==> src/rtl/uart_reg_writer.sv <==
// UART 8N1 receiver plus two-byte command parser (header, data) that drives
// the register file write port from the serial line.
module uart_reg_writer #(
    parameter int unsigned CLK_FREQ = 50000000,
    parameter int unsigned BAUD     = 115200
) (
    input  logic       clock,
    input  logic       reset,
    input  logic       rx,
    output logic       write_enable,
    output logic [2:0] write_address,
    output logic [7:0] write_data,
    output logic [7:0] rx_byte,
    output logic       rx_valid,
    output logic       frame_error,
    output logic       busy
);

    localparam int unsigned CLKS_PER_BIT = CLK_FREQ / BAUD;
    localparam int unsigned CNT_W        = $clog2(CLKS_PER_BIT);
    localparam logic [CNT_W-1:0] HALF_LAST = CNT_W'(CLKS_PER_BIT / 2 - 1);
    localparam logic [CNT_W-1:0] FULL_LAST = CNT_W'(CLKS_PER_BIT - 1);

    typedef enum logic [2:0] {
        RX_IDLE,
        RX_START,
        RX_DATA,
        RX_STOP,
        RX_BREAK
    } rx_state_t;

    typedef enum logic {
        CMD_WAIT,
        DATA_WAIT
    } cmd_state_t;

    logic             rx_meta;
    logic             rx_s;
    rx_state_t        rx_state;
    rx_state_t        rx_state_next;
    logic [CNT_W-1:0] cnt;
    logic [CNT_W-1:0] cnt_next;
    logic [2:0]       bit_cnt;
    logic [2:0]       bit_cnt_next;
    logic [7:0]       shift;
    logic [7:0]       shift_next;
    logic             byte_done_c;
    logic             byte_err_c;

    cmd_state_t       cmd_state;
    cmd_state_t       cmd_state_next;
    logic [2:0]       addr;
    logic [2:0]       addr_next;
    logic             write_enable_next;
    logic [2:0]       write_address_next;
    logic [7:0]       write_data_next;

    // Receiver: samples mid-bit, counting from the first low cycle of the start bit
    always_comb begin
        rx_state_next = rx_state;
        cnt_next      = cnt + CNT_W'(1);
        bit_cnt_next  = bit_cnt;
        shift_next    = shift;
        byte_done_c   = 1'b0;
        byte_err_c    = 1'b0;
        case (rx_state)
            RX_IDLE: begin
                cnt_next = '0;
                if (!rx_s) begin
                    rx_state_next = RX_START;
                    bit_cnt_next  = '0;
                end
            end
            RX_START: begin
                if (cnt == HALF_LAST) begin
                    cnt_next      = '0;
                    rx_state_next = rx_s ? RX_IDLE : RX_DATA;
                end
            end
            RX_DATA: begin
                if (cnt == FULL_LAST) begin
                    cnt_next   = '0;
                    shift_next = {rx_s, shift[7:1]};
                    if (bit_cnt == 3'd7) begin
                        rx_state_next = RX_STOP;
                    end else begin
                        bit_cnt_next = bit_cnt + 3'd1;
                    end
                end
            end
            RX_STOP: begin
                if (cnt == FULL_LAST) begin
                    cnt_next = '0;
                    if (rx_s) begin
                        byte_done_c   = 1'b1;
                        rx_state_next = RX_IDLE;
                    end else begin
                        byte_err_c    = 1'b1;
                        rx_state_next = RX_BREAK;
                    end
                end
            end
            RX_BREAK: begin
                // A line held low must go high before another frame can start
                cnt_next = '0;
                if (rx_s) begin
                    rx_state_next = RX_IDLE;
                end
            end
            default: begin
                cnt_next      = '0;
                rx_state_next = RX_IDLE;
            end
        endcase
    end

    // Parser: acts on the completed byte in the stop-sample cycle so the write
    // strobe lines up with rx_valid
    always_comb begin
        cmd_state_next     = cmd_state;
        addr_next          = addr;
        write_enable_next  = 1'b0;
        write_address_next = write_address;
        write_data_next    = write_data;
        if (byte_err_c) begin
            cmd_state_next = CMD_WAIT;
        end else if (byte_done_c) begin
            case (cmd_state)
                CMD_WAIT: begin
                    if (shift[7]) begin
                        addr_next      = shift[2:0];
                        cmd_state_next = DATA_WAIT;
                    end
                end
                DATA_WAIT: begin
                    write_enable_next  = 1'b1;
                    write_address_next = addr;
                    write_data_next    = shift;
                    cmd_state_next     = CMD_WAIT;
                end
                default: cmd_state_next = CMD_WAIT;
            endcase
        end
    end

    always_ff @(posedge clock or negedge reset) begin
        if (!reset) begin
            rx_meta       <= 1'b1;
            rx_s          <= 1'b1;
            rx_state      <= RX_IDLE;
            cnt           <= '0;
            bit_cnt       <= '0;
            shift         <= '0;
            cmd_state     <= CMD_WAIT;
            addr          <= '0;
            write_enable  <= 1'b0;
            write_address <= '0;
            write_data    <= '0;
            rx_byte       <= '0;
            rx_valid      <= 1'b0;
            frame_error   <= 1'b0;
            busy          <= 1'b0;
        end else begin
            rx_meta       <= rx;
            rx_s          <= rx_meta;
            rx_state      <= rx_state_next;
            cnt           <= cnt_next;
            bit_cnt       <= bit_cnt_next;
            shift         <= shift_next;
            cmd_state     <= cmd_state_next;
            addr          <= addr_next;
            write_enable  <= write_enable_next;
            write_address <= write_address_next;
            write_data    <= write_data_next;
            if (byte_done_c) begin
                rx_byte <= shift;
            end
            rx_valid      <= byte_done_c;
            frame_error   <= byte_err_c;
            busy          <= (rx_state_next != RX_IDLE);
        end
    end

endmodule

==> config.mk <==
export PLATFORM = sky130hd
export DESIGN_NAME = uart_reg_writer
export DESIGN_NICKNAME = d
export VERILOG_FILES = /design/src/rtl/uart_reg_writer.sv
export SDC_FILE = /design/constraint.sdc
export NUM_CORES = 1
export LEC_CHECK = 0
export ABC_AREA = 0
export CAP_MARGIN = 20
export CORE_MARGIN = 5
export CORE_UTILIZATION = 58
export CTS_BUF_LIST = sky130_fd_sc_hd__clkbuf_8
export CTS_CLUSTER_DIAMETER = 40
export DETAILED_ROUTE_END_ITERATION = 16
export PLACE_DENSITY_LB_ADDON = 0.08
export RECOVER_POWER = 100
export REMOVE_ABC_BUFFERS = 1
export SLEW_MARGIN = 20
export SYNTH_ARGS = -nofsm -noshare
export SYNTH_HDL_FRONTEND = slang
export SYNTH_SLANG_ARGS = --single-unit
export TNS_END_PERCENT = 10
==> constraint.sdc <==
create_clock -name clock -period 6.1 [get_ports clock]
set_clock_uncertainty 0.15 [all_clocks]
set_input_delay 1.525 -clock clock [delete_from_list [all_inputs] [get_ports clock]]
set_output_delay 1.525 -clock clock [all_outputs]
set_load 0.01 [all_outputs]
# After elaboration in Yosys (flattened, before gate mapping)

Index checks and enable logic that the tools add are counted.

Add/sub/neg operators: 2
Eq/ne operators: 10
Muxes and demuxes: 29
Bitwise gates (word level): 2
Reductions and logical operators: 9

Operators with widths:

| operator                                      | number |
|---|---|
| 2-to-1 mux 3 bit                              | 10 |
| 2-to-1 mux 9 bit                              | 2 |
| one-hot mux 9 bit (2 select lines)            | 1 |
| one-hot mux 3 bit (5 select lines)            | 1 |
| 2-to-1 mux 1 bit                              | 12 |
| adder 9 x 1 -> 9 bit, second input constant   | 1 |
| == test 9 x 8 -> 1 bit, second input constant | 1 |
| == test 9 bit, second input constant          | 1 |
| AND reduction 4 bit                           | 2 |
| == test 3 x 2 -> 1 bit, second input constant | 2 |
| == test 3 bit, second input constant          | 2 |
| inequality test 2 bit, second input constant  | 3 |
| one-hot mux 3 bit (2 select lines)            | 1 |
| nonzero test 2 bit                            | 2 |
| adder 3 x 1 -> 3 bit, second input constant   | 1 |
| == test 3 x 1 -> 1 bit, second input constant | 1 |
| zero test 3 bit                               | 1 |
| AND reduction 3 bit                           | 1 |
| nonzero test 3 bit                            | 1 |
| 2-to-1 mux 2 bit                              | 1 |
| NOT 1 bit                                     | 2 |
| one-hot mux 1 bit (2 select lines)            | 1 |
| AND reduction 2 bit                           | 1 |
| OR reduction 2 bit                            | 1 |

Register bits after elaboration: 52
Input port bits: 3

# Depth between registers and ports, before layout

Gate-level depths: netlist of run 1.

Depth after elaboration: 5
Depth in mapped cells: 7

# Worst setup path after synthesis of run 1

OpenSTA, ideal clock, no wires.

Path kind: register to output
Start point: register write_data[4]
End point: output write_data[4]
Arrival time: 383 ps
Setup slack: 4042 ps
Cell stages (with the launch flop): 1
Cell sequence: dfrtp_1

RTL lines:

| element                | RTL line | RTL |
|---|---|---|
| from (decl)            | 12       | `output logic [7:0] write_data,` |
| from (signal assigned) | 174      | `write_data <= write_data_next;` |

No word-level cell between the ends.

==> impl_metrics.ini, run 1 <==
[run_status]
status = finished with violations
violations = max-capacitance violations, max-slew violations

[floorplanning]
rows = 22
die-width_um = 72.47
die_area_um2 = 5252
ios = 26
initial_utilization = 0.6091
die_y_um = 72.47
core-area_um2 = 3716

[logic_synthesis]
ys_ff_latch = 52
synth_edf_count = 0
syn_area_per_cell_um2 = 13.47
synth_flop_cell = dfrtp_1
synthArstFlopShare = 1.000
ys_seq_area_frac = 0.5760
syn_area_um2 = 2263
synth_cells = 168
ys_types = 39
yosysWarnings = 0

[cells_and_area]
nNetsFinal = 202
mostFrequentLayoutCells = dfrtp_1, dlygate4sd3_1, mux2_2
layout_commonest_cell = dfrtp_1
n_antenna_cell = 0
multiInputGateArea_um2 = 857.1
regArea_um2 = 1304
syn2layout_area_growth_pct = 14.32
drive_gt1_frac = 0.1949
stdcell_area_um2 = 2587
fill_cells = 279

[cts]
cts_tree = yes
clock_sinks = 52
clk_pin_slew_ps = 80
cts_root_buf = clkbuf_8
cts_hold_buf = 0
cts-buffers-inserted = 5
post_cts_buffers = 0
insertion_delay_ps = 290
htree_levels = 2
clockBufferDepth = 2
cts_resized = 0

[pwr]
power_w = 0.0005762
ir_drop_mv = 0.1287
internal-power_w = 0.0004665
power_frac_comb = 0.013
p_leak_nw = 1.308
p_sw_frac = 0.1904
p_clk_frac = 0.386
power_density_nw_per_um2 = 222.7
power_switching_w = 0.0001097
pwr-share-seq = 0.601

[sta]
post-route-period-util = 0.6066
finalSetupViolations = 0
fmax_mhz = 270.3
maxSlewViolCount = 53
fin_ws_ps = 2400
slew_headroom = -0.7627
hold_slack_ps = 211.8
rsz0062_at_grt = no
period_minus_slack_ps = 3700
setup_tns_ps = 0
tightestPinTransition_ps = 2644
hold_viol = 0

[global_route]
antenna_found_initial = 0
grt_max_degree = 53
grt_pass1_wl_um = 6175
grt.total_usage = 0.1518
grt_overflow = 0
first_global_vias = 1420

[routing]
routedLengthMet1_um = 1629
met3WireLength_um = 183
vias = 1312
wl_per_cell_um = 15.05
drcViolationCount = 0
top_layer = met4
wl_um = 3658
firstDrtPassIters = 4
via_per_inst = 5.399
ant_nets = 0
wl_met2_um = 1811
drt_iter0_markers = 44

[place]
place.gp.congestion = 0.8948
pre_cts_ws_ps = 3431
place_area_um2 = 2526
portBuffers = 25
dpl.hpwl_um = 2510

[min_path]
hp-class = flip-flop to flip-flop
hold_depth = 0

[flow_run]
cap_violations = 1

[setup_path]
critPathMaxStageDelay_ps = 1840
rr_worst_depth = 6
setup.worst_path.start_class = input pin
path_cells = clkbuf_1
critical_path.top_delay_family = buffers and inverters
crit_slowest_cell = clkbuf_1
crit_cells = 1
crit_arrival_ps = 3390
path_class = input pin to asynchronous set/reset pin
worstPathRequired_ps = 5790
crit_path_end_kind = asynchronous set/reset pin
critPathBufInv = 1
crit_fanout = 52
-- state kept, by name, indices dropped and copies added (netlist names) --
name,flops
cmd_state,1
busy,1
rx_s,1
rx_byte,8
write_address,3
shift,8
rx_valid,1
cnt,9
rx_state,3
frame_error,1
bit_cnt,3
write_data,8
addr,3
rx_meta,1
write_enable,1
-- cell usage after synthesis, types with 2 or more instances --
cell / n / area (µm²)
buf_2: 3 / 15.01
o21ai_0: 3 / 15.01
xnor2_1: 5 / 43.79
xor2_1: 2 / 17.52
mux2_4: 3 / 45.04
mux2_2: 24 / 270.3
a21o_1: 2 / 15.01
nand2_1: 9 / 33.78
dfstp_2: 2 / 52.55
nor2_1: 16 / 60.06
and4bb_2: 2 / 25.02
mux2_1: 3 / 33.78
inv_1: 4 / 15.01
nor3_1: 2 / 10.01
a21oi_1: 2 / 10.01
a22o_1: 3 / 26.28
buf_6: 2 / 22.52
nand3_1: 6 / 30.03
dfrtp_1: 50 / 1251
ha_1: 5 / 62.56
nor2b_1: 2 / 12.51
-- routing by layer --
layer,track usage,up-vias
li1,-,642
met1,0.1773,642
met2,0.2508,26
met3,0.04709,2
met4,0.07992,0
met5,0,-
-- metrics by stage --
step                      std cells    util
final                           243  0.6963
after global routing            243  0.6963
after CTS                       243  0.7088
after detailed placement        235  0.6798
after global placement          235  0.6798
after floorplan                 162       -
-- kinds of logic (layout without fill, tap and decap cells) --
kind of cell	after synthesis	after routing	share of synthesized area
flops	52	52	0.5760
fa+ha+maj	5	5	0.02764
buf+inv	10	37	0.02542
mux	30	30	0.1542
compound gates	16	16	0.05252
xor+xnor	7	7	0.02709
simple gates	48	48	0.1371
-- final timing paths --
| path | endpoint | start | slack, ps |
|---|---|---|---|
| hold reg to reg | rx_s | rx_meta | 210 |
| min in group asynchronous | write_enable | reset | 1900 |
| setup / recovery | rx_byte[6] | reset | 2400 |
| hold / removal | rx_s | rx_meta | 210 |
| setup reg to reg | write_data[5] | cnt[1] | 2670 |
| max in group clock | write_data[5] | cnt[1] | 2670 |
-- final cells by class --
type                       count  area share
clock buffer                   5     0.02660
clock inverter                 3     0.01499
inverter                       4    0.005803
multi-input combinational    106      0.3312
sequential                    52      0.5039
tap                           48     0.02321
timing repair buffer          25     0.09429
-- power groups by stage --
stage / clock, W / sequential (W) / combinational [W]
CTS: 0.000232 / 0.000346 / 0.00000835
global placement: 0 / 0.000353 / 0.00000795
floorplan: 0 / 0.000353 / 0.000000679
finish: 0.000222 / 0.000346 / 0.00000760
detailed placement: 0 / 0.000353 / 0.00000840
global route: 0.000243 / 0.000347 / 0.00000968
Note: power is estimated with default switching activity, not from simulation.
==> inputs of run 2 (changes only) <==
- CORE_UTILIZATION: 58 -> 52
- clock period: 6.1 -> 3.27 ns (I/O delays scaled with it)
==> run 2 against run 1 <==
  * The run now ends clean
  * Via count up 5.2%
  * Clock power up 93%
  * Clock-buffer cell count unchanged
  * Worst setup slack worse by 1700 ps
  * First-iteration DRC count up 55%
  * Combinational power up 95%
  * Flip-flop and latch count unchanged
  * Register-to-register slack worse by 2000 ps
  * Worst hold slack better by 1.2 ps
  * Die area up 9.9%
  * Sequential share of layout area down 0.43 points
  * Sequential power up 87%
  * Critical path type is now flip-flop to flip-flop
==> impl_metrics.ini, run 2 (same netlist as run 1, synthesis figures left out) <==
[sta]
fmax_mhz = 387.4
hold_viol = 0
period_minus_slack_ps = 2582
tightestPinTransition_ps = 1219
setup_tns_ps = 0
rsz0062_at_grt = no
slew_headroom = 0.1876
finalSetupViolations = 0
maxSlewViolCount = 0
post-route-period-util = 0.7895

[global_route]
grt.total_usage = 0.1448
grt.busiest_layer = met2
antenna_found_initial = 0
first_global_vias = 1411
grt_overflow = 0
grtUsageMet3 = 0.04019
use_met2 = 0.2397
grt_max_degree = 53
gr-usage-met1 = 0.1712
grt_pass1_wl_um = 6693

[run_status]
status = finished clean

[routing]
wl_um = 3806
ant_nets = 0
firstDrtPassIters = 4
vias = 1380
via_per_inst = 5.565
wl_per_cell_um = 15.35
drt_iter0_markers = 68
drcViolationCount = 0

[cells_and_area]
syn2layout_area_growth_pct = 15.31
nNetsFinal = 203
drive_gt1_frac = 0.2092
n_antenna_cell = 0
final_cells = 248
regMostFlops = cnt
layout_commonest_cell = dfrtp_1
regArea_um2 = 1304
fill_cells = 340
largest_register_ff_count = 9
multiInputGateArea_um2 = 864.6
mostFrequentLayoutCells = dfrtp_1, mux2_2, dlygate4sd3_1

[pwr]
ir_drop_mv = 0.1957
power_density_nw_per_um2 = 417.8
p_leak_nw = 1.331

[cts]
cts_hold_buf = 0
cts_tree = yes
htree_levels = 2
cts_root_buf = clkbuf_8
cts-buffers-inserted = 5
insertion_delay_ps = 300
post_cts_buffers = 0
clockBufferDepth = 2
clk_pin_slew_ps = 90
clock_sinks = 52
cts_resized = 0

[place]
dpl.hpwl_um = 2748
dp_cells = 240
place.gp.congestion = 0.8377
portBuffers = 25

[floorplanning]
die-width_um = 75.98
die_y_um = 75.98
ios = 26
core-area_um2 = 4294
die_area_um2 = 5772
rows = 24
initial_utilization = 0.5271

[setup_path]
path_cells = inv_1, ha_1, nand4bb_1, nor3_4, nand2_1, mux2_1
crit_fanout = 12
critPathMaxStageDelay_ps = 510
crit_path_end_kind = flip-flop
worstPathRequired_ps = 3300
crit_arrival_ps = 2610
critPathBufInv = 1
critical_path.top_delay_family = simple AND/OR/NAND/NOR gates
setup.worst_path.start_class = flip-flop
r2r_slack_ps = 690
path_class = flip-flop to flip-flop
crit_slowest_cell = nor3_4

[min_path]
hp-class = flip-flop to flip-flop

[flow_run]
cap_violations = 0
[run 2: cell count changes in the layout (fill, tap and decap cells not counted), sizes merged]
cell | previous run | this run
clkinvlp | 0 | 1
buf | 0 | 1
inv | 5 | 4
[run 2: final timing paths]
kind / start / end / depth (start not counted)
max in group asynchronous: reset / write_data[6] / 2
hold / removal: rx_meta / rx_s / 0
setup reg to reg: cnt[1] / write_data[6] / 6
hold reg to reg: rx_meta / rx_s / 0
min in group asynchronous: reset / write_address[2] / 2
setup / recovery: cnt[1] / write_data[6] / 6
[run 2: layout make-up]
class | instances | area share
inverter | 4 | 0.005753
sequential | 52 | 0.4995
tap | 52 | 0.02493
multi-input combinational | 106 | 0.3313
clock buffer | 5 | 0.02637
timing repair buffer | 26 | 0.09588
clock inverter | 3 | 0.01630
[run 2: layer usage]
| layer | vias to the layer above | share of wire |
|---|---|---|
| li1 | 646 | - |
| met1 | 685 | 0.42 |
| met2 | 38 | 0.49 |
| met3 | 11 | 0.054 |
| met4 | 0 | 0.032 |
| met5 | - | 0 |
[run 2: through the flow]
stage	utilization	hold slack, ps	instance area, µm²	worst slack, ps	power (W)
after floorplan	-	195.2	2221	1251	0.0006599
after global placement	0.5912	195.3	2539	981.9	0.0006748
after detailed placement	0.5912	201.4	2539	883.5	0.0006754
after CTS	0.6171	214.3	2650	865.9	0.001106
after global routing	0.6078	217.9	2610	433.6	0.001143
final	0.6078	213.0	2610	688.5	0.001091
[run 2: power breakdown]
part	internal, W	leakage, nW	switching [W]
logic	0.00000217	0.577	0.0000126
clock network	0.000226	0.0541	0.000203
registers	0.000645	0.700	0.00000150
